--- config.mk ---
export PLATFORM = sky130hd
export DESIGN_NAME = hex_scan_ctrl
export DESIGN_NICKNAME = d
export VERILOG_FILES = /design/src/rtl/hex_scan_ctrl.sv
export SDC_FILE = /design/constraint.sdc
export NUM_CORES = 1
export LEC_CHECK = 0
export ABC_AREA = 1
export CORE_UTILIZATION = 60
export DETAILED_ROUTE_END_ITERATION = 10
export PLACE_DENSITY = 0.81
export SYNTH_ARGS = -nofsm -noshare
export SYNTH_HDL_FRONTEND = slang
export SYNTH_SLANG_ARGS = --single-unit
--- constraint.sdc ---
create_clock -name clk -period 2.8 [get_ports clk]
set_input_delay 0.28 -clock clk [delete_from_list [all_inputs] [get_ports clk]]
set_output_delay 0.28 -clock clk [all_outputs]
set_load 0.05 [all_outputs]
--- src/rtl/hex_scan_ctrl.sv ---
// hex_scan_ctrl: time-multiplexed scan controller for a common-digit hex display
// Ports:
//   clk        system clock
//   reset      synchronous reset, active-high
//   wr         one-cycle strobe loading din/blank_mask into the shadow
//   din        value to display, din[3:0] is digit 0 (rightmost)
//   blank_mask per-digit force-blank, captured with wr
//   lz_en      leading-zero suppression enable (sampled live)
//   nibble     hex value of the current digit (valid even when blanked)
//   dig_n      active-low digit selects, at most one low
//   blank      current slot is blanked
//   frame      one-cycle pulse at the start of the digit-0 slot
module hex_scan_ctrl #(
    parameter int NDIGITS = 4,
    parameter int PRESC   = 50000,
    parameter int DEAD    = 2
) (
    input  logic                   clk,
    input  logic                   reset,
    input  logic                   wr,
    input  logic [4*NDIGITS-1:0]   din,
    input  logic [NDIGITS-1:0]     blank_mask,
    input  logic                   lz_en,
    output logic [3:0]             nibble,
    output logic [NDIGITS-1:0]     dig_n,
    output logic                   blank,
    output logic                   frame
);
    localparam int CW = $clog2(PRESC);
    localparam int IW = $clog2(NDIGITS);
    logic [CW-1:0]          r_cnt;
    logic [IW-1:0]          r_idx;
    logic [4*NDIGITS-1:0]   r_disp, r_shadow;
    logic [NDIGITS-1:0]     r_mask, r_shmask;
    logic                   r_pending, r_started;
    logic                   w_tick, w_last, w_wrap, w_dead, w_supp, w_blank_now;
    logic [NDIGITS-1:0]     w_hi_zero;
    assign w_tick = r_cnt == CW'(PRESC - 1);
    assign w_last = r_idx == IW'(NDIGITS - 1);
    assign w_wrap = w_tick && w_last;
    assign w_dead = int'(r_cnt) < DEAD;
    // w_hi_zero[i]: nibbles i..NDIGITS-1 of the active value are all zero
    always_comb begin
        logic z;
        z = 1'b1;
        w_hi_zero = '0;
        for (int i = NDIGITS - 1; i >= 0; i--) begin
            z = z && (r_disp[4*i +: 4] == 4'd0);
            w_hi_zero[i] = z;
        end
    end
    assign w_supp      = lz_en && (r_idx != '0) && w_hi_zero[r_idx];
    assign w_blank_now = r_mask[r_idx] || w_supp;
    always_ff @(posedge clk) begin
        if (reset) begin
            r_cnt     <= '0;
            r_idx     <= '0;
            r_disp    <= '0;
            r_mask    <= '0;
            r_shadow  <= '0;
            r_shmask  <= '0;
            r_pending <= 1'b0;
            r_started <= 1'b0;
            nibble    <= '0;
            dig_n     <= '1;
            blank     <= 1'b0;
            frame     <= 1'b0;
        end else begin
            r_cnt <= w_tick ? '0 : r_cnt + 1'b1;
            if (w_tick)
                r_idx <= w_last ? '0 : r_idx + 1'b1;
            // new values only take effect at the frame boundary; a write on
            // the wrap cycle itself bypasses the shadow
            if (w_wrap) begin
                r_pending <= 1'b0;
                r_started <= 1'b1;
                if (wr) begin
                    r_disp <= din;
                    r_mask <= blank_mask;
                end else if (r_pending) begin
                    r_disp <= r_shadow;
                    r_mask <= r_shmask;
                end
            end else if (wr) begin
                r_shadow  <= din;
                r_shmask  <= blank_mask;
                r_pending <= 1'b1;
            end
            nibble <= r_disp[4*r_idx +: 4];
            blank  <= w_blank_now;
            dig_n  <= (w_dead || w_blank_now) ? '1 : ~(NDIGITS'(1) << r_idx);
            frame  <= (r_idx == '0) && (r_cnt == '0) && r_started;
        end
    end
endmodule

=== After elaboration in Yosys (flattened, before gate mapping) ===
Cells that the tools add are included.

* Add/sub/neg operators: 2
* Mux-type cells: 9
* Equal/unequal tests: 2
* Magnitude comparators: 2
* Shift operators: 2
* Bitwise logic cells: 2
* Reduce and logical (&&, ||, !) cells: 23

{| class="wikitable"
|+ Operators by type and width
! cell !! count
|-
| 16-bit two-way mux || 2
|-
| 16-bit by 1-bit adder with 16-bit output, second input constant || 1
|-
| 16-bit equality test, second input constant || 1
|-
| 16-bit logical NOT || 1
|-
| 4-bit logical NOT || 4
|-
| 16-bit by 2-bit < comparator with 1-bit output, second input constant || 1
|-
| 16-bit by 5-bit indexed part select with 4-bit output || 1
|-
| 1-bit logical AND || 8
|-
| 4-bit two-way mux || 2
|-
| 2-bit OR reduction || 3
|-
| 1-bit binary-select mux with 2-bit select || 2
|-
| 4-bit inverter || 1
|-
| 2-bit AND reduction || 2
|-
| 2-bit nonzero test || 2
|-
| 1-bit by 2-bit left shift with 4-bit output, first input constant || 1
|-
| 2-bit by 3-bit < comparator with 1-bit output, second input constant || 1
|-
| 2-bit by 1-bit adder with 2-bit output, second input constant || 1
|-
| 2-bit equality test, second input constant || 1
|-
| 2-bit logical NOT || 1
|-
| 1-bit logical OR || 2
|-
| 1-bit two-way mux || 2
|-
| 2-bit two-way mux || 1
|-
| 1-bit inverter || 1
|}

* Bits in registers: 70
* Output and inout bits: 10
* Word-level logic and storage cells: 54

=== Longest topological paths before layout ===
Gate-level depths: netlist of run 1.

* Word-level depth: 10
* Depth in mapped cells: 9
* Mapped depth without buffers: 8

=== Worst setup path before layout of run 1 ===
OpenSTA, ideal clock, no wires.

* Path type: flip-flop to flip-flop
* Start: reg r_idx[0]
* End: reg blank
* Cell stages (with the launch flop): 8
* Library setup time: 0.070 ns
* Required time: 2.730 ns
* Path slack: 1.330 ns
* Arrival time: 1.400 ns
* Path through: dfxtp_1 -> clkinv_1 -> ha_1 -> nor2_1 -> nand4_1 -> a21oi_1 -> nand2_1 -> a21oi_1

* Cells in the longest elaborated chain, start to end: 4
* Elaborated cells between the ends (all ways): 8
* Those cells by class: mux (4); reduce/logical (4)

{| class="wikitable"
|+ Ends and longest elaborated chain
! item !! line !! RTL
|-
| from (decl) || 32 || <nowiki>logic [IW-1:0] r_idx;</nowiki>
|-
| from (signal assigned) || 71 || <nowiki>r_idx <= w_last ? '0 : r_idx + 1'b1;</nowiki>
|-
| 1-bit binary-select mux with 2-bit select / 2-bit nonzero test (equally long branches) || 52 || <nowiki>assign w_supp = lz_en && (r_idx != '0) && w_hi_zero[r_idx];</nowiki>
|-
| 1-bit two-way mux (implied by the code) / 1-bit logical AND (equally long branches) || 52 ||
|-
| 1-bit logical AND || 52 ||
|-
| 1-bit logical OR (*) || 53 || <nowiki>assign w_blank_now = r_mask[r_idx] || w_supp;</nowiki>
|-
| to (signal assigned) || 90 || <nowiki>blank <= w_blank_now;</nowiki>
|-
| to (decl) || 26 || <nowiki>output logic blank,</nowiki>
|}

Every way passes the cells marked *; elsewhere a longest branch is shown, timed or not. The select of a mux whose other input is x is not followed.
A chain may end at the register's enable or synchronous reset.

=== Final worst setup path of run 1 ===
Ends and elaborated chain as after synthesis.

==> reports/qor.txt, run 1 <==
Status = finished clean
Layout area overhead = 14.93%
TNS Setup = 0 ps
Post-CTS Resized = 0
RR Endpoint = blank
Minimum clock period = 2017 ps
Clock skew = 7.314 ps
Die Width = 79.58 um
Total GRT Usage = 25.35%
Post-Synthesis Cells = 491
Placed Cells = 578
Int Power = 1.660 mW
ANT cells = 0
Worst VDD drop = 0.0003779 V
Core Footprint = 5642 um^2
Share of cells above drive strength 1 = 13.98%
Layout Cells excl Fill = 594
Crit path required time = 3070 ps
Fillcell total = 427
Die Y = 79.58 um
Combinational Power Share = 8.2%
Largest net degree at the start of global routing = 43
Clock Sinks = 70
Total number of yosys warnings = 0
F_max = 495.9 MHz
CTS Buf Count = 9
Worst-path clk slew = 80 ps
Unrepaired setup endpoints after global routing = no
Register area share after synthesis = 38.81%
Crit end category = flop
I/O Pins = 34
CTS Root Cell = clkbuf_8
Final Max Slew Viols = 0
Tcrit/Tclk final = 72.02%
DRT Pass-1 Iters = 4
Total power = 2.138 mW
Post-DR wirelength/cell = 12.23 um
Clock power share = 43.4%
Worst setup endpoint = blank
TritonCTS clock tree = done
Grt total ovfl = 0
Via Count = 3,107
Final HPWL DP = 4968 um
Max-cap viol count = 0
Flops & latches, synth = 70
Routed WL = 7263 um
R2R setup slack = 780 ps
Initial DRC count = 209
Initial antenna violation count = 0
Reg2Reg Depth = 7
GP Congestion = 0.9277
Tightest Pin Transition = 574.2 ps
Static Leak = 1.875 nW
Seq pwr share = 48.4%
HP Class = in2reg
Critical path class = reg2reg
CP Launch Type = flop
Max Root-Sink Buffers = 2
Worst-skew pair later-pin latency = 340 ps
Die area = 6332 um^2
Mean area per synthesized cell = 7.354 um^2
Post-CTS Setup Inserts = 0
Design Area, Final = 4150 um^2
Crit-path max FO = 17
Vias in the first global route = 2,794
Final hold vios = 0
RR Startpoint = r_idx[0]
Arr. time, crit path = 2290 ps
First-pass GRT wire length = 12,550 um
Count of cell types in the netlist = 30
Power Dens Cells = 515.0 nW/um^2
ANT nets after route = 0
Placed Area = 3918 um^2
CTS Hold Bufs = 0
Most frequent cells in the layout = nor2_1 (94), nand2_1 (88), dfxtp_1 (70)
NumNets Final = 547
Final setup violation count = 0
Port bufs = 33
Slew HR = 61.72%
Post-DR vias/cell = 5.231
Sw Ratio = 22.36%
CTS HTree Levels = 3
Starting density of the core = 64.01%
Mapped Area = 3611 um^2
P_sw = 0.4779 mW
Crit path launch = r_idx[0]
Core Rows = 27
Synth Net Count = 521
# DRC = 0
WHS = 461.4 ps
Commonest non-fill, non-tap cell in the layout = nor2_1
## how the worst min path moves through the flow
stage | from | endpoint | cells past startpoint
final | wr | r_shadow[2] | 4
after global routing | wr | r_shadow[2] | 4
after CTS | wr | r_shadow[2] | 4
after detailed placement | r_started | r_started | 2
after global placement | r_started | r_started | 2
after floorplan | r_cnt[0] | r_cnt[0] | 1
## flip-flops by register name, summed over array words and instances (netlist names)
signal / cells
blank: 1
r_mask: 4
r_pending: 1
r_idx: 2
r_shmask: 4
r_disp: 16
nibble: 4
r_cnt: 16
dig_n: 4
r_started: 1
r_shadow: 16
frame: 1
## layout make-up
| class | instances | area, um^2 | area share [%] |
|---|---|---|---|
| sequential | 70 | 1401 | 33.77 |
| timing repair buffer | 37 | 367.9 | 8.863 |
| clock buffer | 11 | 151.4 | 3.648 |
| clock inverter | 5 | 81.33 | 1.960 |
| inverter | 62 | 234.0 | 5.638 |
| tap | 72 | 90.09 | 2.171 |
| multi-input combinational | 337 | 1824 | 43.96 |
## Yosys cell counts
cell type / instances / area share, %
nor2_1: 94 / 9.8
nand2_1: 88 / 9.1
dfxtp_1: 70 / 39
inv_1: 57 / 5.9
a21oi_1: 47 / 6.5
mux2_2: 20 / 6.2
nand3_2: 19 / 5.3
nand4_1: 14 / 2.4
nand3_1: 13 / 1.8
o21ai_0: 11 / 1.5
buf_2: 10 / 1.4
buf_6: 6 / 1.9
ha_1: 6 / 2.1
nor3_1: 6 / 0.83
xor2_1: 5 / 1.2
buf_4: 3 / 0.62
clkinv_1: 3 / 0.31
nor2_4: 3 / 0.94
buf_1: 2 / 0.21
nand2_2: 2 / 0.35
or2_2: 2 / 0.35
xnor2_1: 2 / 0.49
and3_1: 1 / 0.17
clkbuf_1: 1 / 0.10
clkinv_2: 1 / 0.14
inv_2: 1 / 0.10
nand2_4: 1 / 0.31
nand3_4: 1 / 0.49
nand4_2: 1 / 0.35
nor3_2: 1 / 0.28
## power groups by stage
stage / Clock [mW] / Combinational [mW] / Sequential [mW]
after floorplan: 0 / 0.115 / 1.06
after global placement: 0 / 0.169 / 1.06
after detailed placement: 0 / 0.174 / 1.06
after CTS: 0.939 / 0.176 / 1.03
after global routing: 0.983 / 0.196 / 1.04
final: 0.927 / 0.176 / 1.03
## logic make-up after synthesis
kind of cell	synth area share, %
muxes	6.237
AOI/OAI and AO/OA	8.039
xor gates and xnor gates	1.698
and+or+nand+nor	32.47
DFF	38.81
adders and majority gates	2.079
buffers and inverters	10.67
## worst max-delay path, stage by stage (launching register included)
cell      delay [ps]
dfxtp_1          630
clkinv_1         370
ha_1             340
nor2_1           110
nand4_1           80
a21oi_1          120
nand2_1          140
a21oi_1          150
## per-stage QoR
stage / util, % / setup WS [ps]
finish: 73.56 / 783.5
global route: 73.56 / 520.1
CTS: 73.56 / 801.1
detailed placement: 69.44 / 821.7
global placement: 69.44 / 889.4
floorplan: - / 1330
## routing by layer
metal  vias up  track usage, %  routed length [um]
li1       1609               -                   -
met1      1397           36.01                3554
met2        90           37.09                3212
met3        11           6.857                 415
met4         0           7.636                  80
met5         -               0                   0
Note: power is estimated with default switching activity, not from simulation.
==> run 2: changes to the inputs <==
Settings changed: CORE_UTILIZATION 60 to 52, PLACE_DENSITY 0.81 to 0.74.
Clock period 2.8 ns to 1.76 ns, I/O delays scaled along.
==> run 2 against run 1 <==
Against the previous run:
- non-clock buffer count rose by 6
- die area rose by 15%
- clock skew rose by 2.4 ps
- sequential power rose by 60%
- sequential share of layout area fell by 0.27 points
- utilization fell by 12 points
- count of clock-buffer cells in the layout rose by 2
==> reports/qor.txt, run 2 (synthesis results as in run 1) <==
Post-CTS Resized = 0 (unchanged)
CTS Buf Count = 9 (unchanged)
Static Leak = 1.894 nW (+1.0%)
R2R setup slack = 180 ps (-600 ps)
Crit path launch = nibble[2]
Post-CTS Setup Inserts = 0 (unchanged)
CP peak stage delay = 800 ps (+170 ps)
DRT Pass-1 Iters = 5 (+1)
Post-DR vias/cell = 5.094 (-2.6%)
Port bufs = 33 (unchanged)
Total GRT Usage = 22.19% (-3.2 points)
Max-cap viol count = 0 (unchanged)
Reg2Reg Depth = 7 (unchanged)
Largest net degree at the start of global routing = 51 (+19%)
Status = finished clean
Grt total ovfl = 0 (unchanged)
Final setup violation count = 0 (unchanged)
Die Y = 85.33 um (+7.2%)
Crit path max-delay family = buffers and inverters
Initial DRC count = 156 (-25%)
Clock power share = 38.5% (-4.9 points)
First-pass GRT wire length = 12,920 um (+3.0%)
Worst VDD drop = 0.0005510 V (+46%)
CP max-delay cell = clkdlybuf4s50_1
Share of cells above drive strength 1 = 15.34% (+1.4 points)
GP Congestion = 0.9162 (-1.2%)
Core Util, Final = 62.04% (-12 points)
Tightest Pin Transition = 497.7 ps (-76.49 ps)
Worst-skew pair later-pin latency = 350 ps (about the same)
Int Power = 2.393 mW (+44%)
Die area = 7281 um^2 (+15%)
CTS Hold Bufs = 0 (unchanged)
HP Class = in2reg
Layout area overhead = 16.08%
Slew HR = 66.71% (+5.0 points)
Worst-path clk slew = 70 ps (about the same)
TritonCTS clock tree = done
Power Dens Cells = 747.8 nW/um^2 (+45%)
Initial antenna violation count = 0 (unchanged)
Arr. time, crit path = 1450 ps (-840 ps)
Crit path required time = 1580 ps (-1490 ps)
Post-DR wirelength/cell = 12.19 um (-0.34%)
Core Footprint = 6756 um^2 (+20%)
RR Startpoint = r_cnt[0]
Commonest non-fill, non-tap cell in the layout = nor2_1
Most frequent cells in the layout = nor2_1 (94), nand2_1 (88), dfxtp_1 (68)
I/O Pins = 34 (unchanged)
Final Max Slew Viols = 0 (unchanged)
Sw Ratio = 23.66% (+1.3 points)
ANT cells = 0 (unchanged)
Top flop regs = r_cnt (16), r_disp (16), r_shadow (16)
Via Count = 3,097 (-0.32%)
Placed Cells = 592 (+2.4%)
Tcrit/Tclk final = 92.24%
Vias in the first global route = 2,945 (+5.4%)
Minimum clock period = 1623 ps
F_max = 616.0 MHz
ANT nets after route = 0 (unchanged)
Final HPWL DP = 5127 um (+3.2%)
Worst Hold Depth = 4 (unchanged)
Max Root-Sink Buffers = 2 (unchanged)
Seq pwr share = 52.5% (+4.1 points)
RR Endpoint = r_shadow[3]
Buf/Inv on CP = 1 (unchanged)
# DRC = 0 (unchanged)
Routed WL = 7409 um (+2.0%)
CTS Root Cell = clkbuf_8
Clock skew = 9.679 ps (+2.365 ps)
Hold EP = r_shadow[14]
DP Worst Slack = 180.6 ps (-641.1 ps)
P_sw = 0.7417 mW (+55%)
Crit-path max FO = 1 (-16)
Final worst setup slack = 136.6 ps (-646.9 ps)
Crit end category = output port
Cell chain of the critical path = clkdlybuf4s50_1
CTS HTree Levels = 3 (unchanged)
Core Rows = 30 (+11%)
Combinational Power Share = 9.0% (+0.8 points)
Layout Cells excl Fill = 608 (+2.4%)
Critical path class = reg2out
TNS Setup = 0 ps (unchanged)
Clock Sinks = 70 (unchanged)
Final hold vios = 0 (unchanged)
Unrepaired setup endpoints after global routing = no
Die Width = 85.33 um (+7.2%)
Origin of the worst min-delay path = wr
Starting density of the core = 53.44% (-11 points)
NumNets Final = 553 (+1.1%)
CP Launch Type = flop
==> run 2: changes by cell type in the layout (fill, tap and decap cells not counted), moves of 2 or more <==
cell and delta:
buf_4 +4, dfxtp_2 +2, bufinv_16 -2, dfxtp_1 -2
buf_12 +2
==> run 2: per-stage QoR <==
step	hold slack [ps]	total power, mW	cell area (um^2)
floorplan	388.4	1.867	3611
global placement	441.9	1.955	3998
detailed placement	466.5	1.963	3998
CTS	249.8	3.160	4184
global route	266.0	3.267	4192
finish	255.6	3.134	4192
==> run 2: worst max-delay path by stage <==
stage,endpoint,depth (start not counted)
2_1_floorplan,blank,7
3_3_place_gp,r_cnt[8],6
3_5_place_dp,blank,7
4_1_cts,blank,1
5_1_grt,r_cnt[8],6
6_report,nibble[2],1
==> run 2: per-layer routing <==
layer | part of all wire (%) | wire (um) | GRT usage (%) | up-vias
li1 | - | - | - | 1617
met1 | 46 | 3412 | 27.13 | 1385
met2 | 47 | 3510 | 37.76 | 79
met3 | 4.7 | 346 | 6.518 | 16
met4 | 1.9 | 139 | 6.818 | 0
met5 | 0 | 0 | 0 | -
==> run 2: worst register-to-register path: stages (launching register included) <==
cell and delay (ps):
dfxtp_1 390, ha_1 220, nand3_2 150, nor2_4 190, nand3_4 90, buf_12 180, a21oi_1 200, nor2_1 60
==> run 2: final cells by class <==
cell class / count / area (um^2)
fillers: 636 / 2565
multi-input cells: 337 / 1829
flip-flops and latches: 70 / 1404
repair buffers: 43 / 437.9
inverters: 62 / 234.0
clock buffers: 13 / 168.9
well taps: 80 / 100.1
clock inverters: 3 / 17.52
==> run 2: power by group through the flow <==
| stage | clock network [mW] | registers (mW) | logic (mW) |
|---|---|---|---|
| 2_1_floorplan | 0 | 1.68 | 0.183 |
| 3_3_place_gp | 0 | 1.68 | 0.277 |
| 3_5_place_dp | 0 | 1.68 | 0.282 |
| 4_1_cts | 1.23 | 1.65 | 0.284 |
| 5_1_grt | 1.30 | 1.65 | 0.316 |
| 6_report | 1.21 | 1.65 | 0.282 |
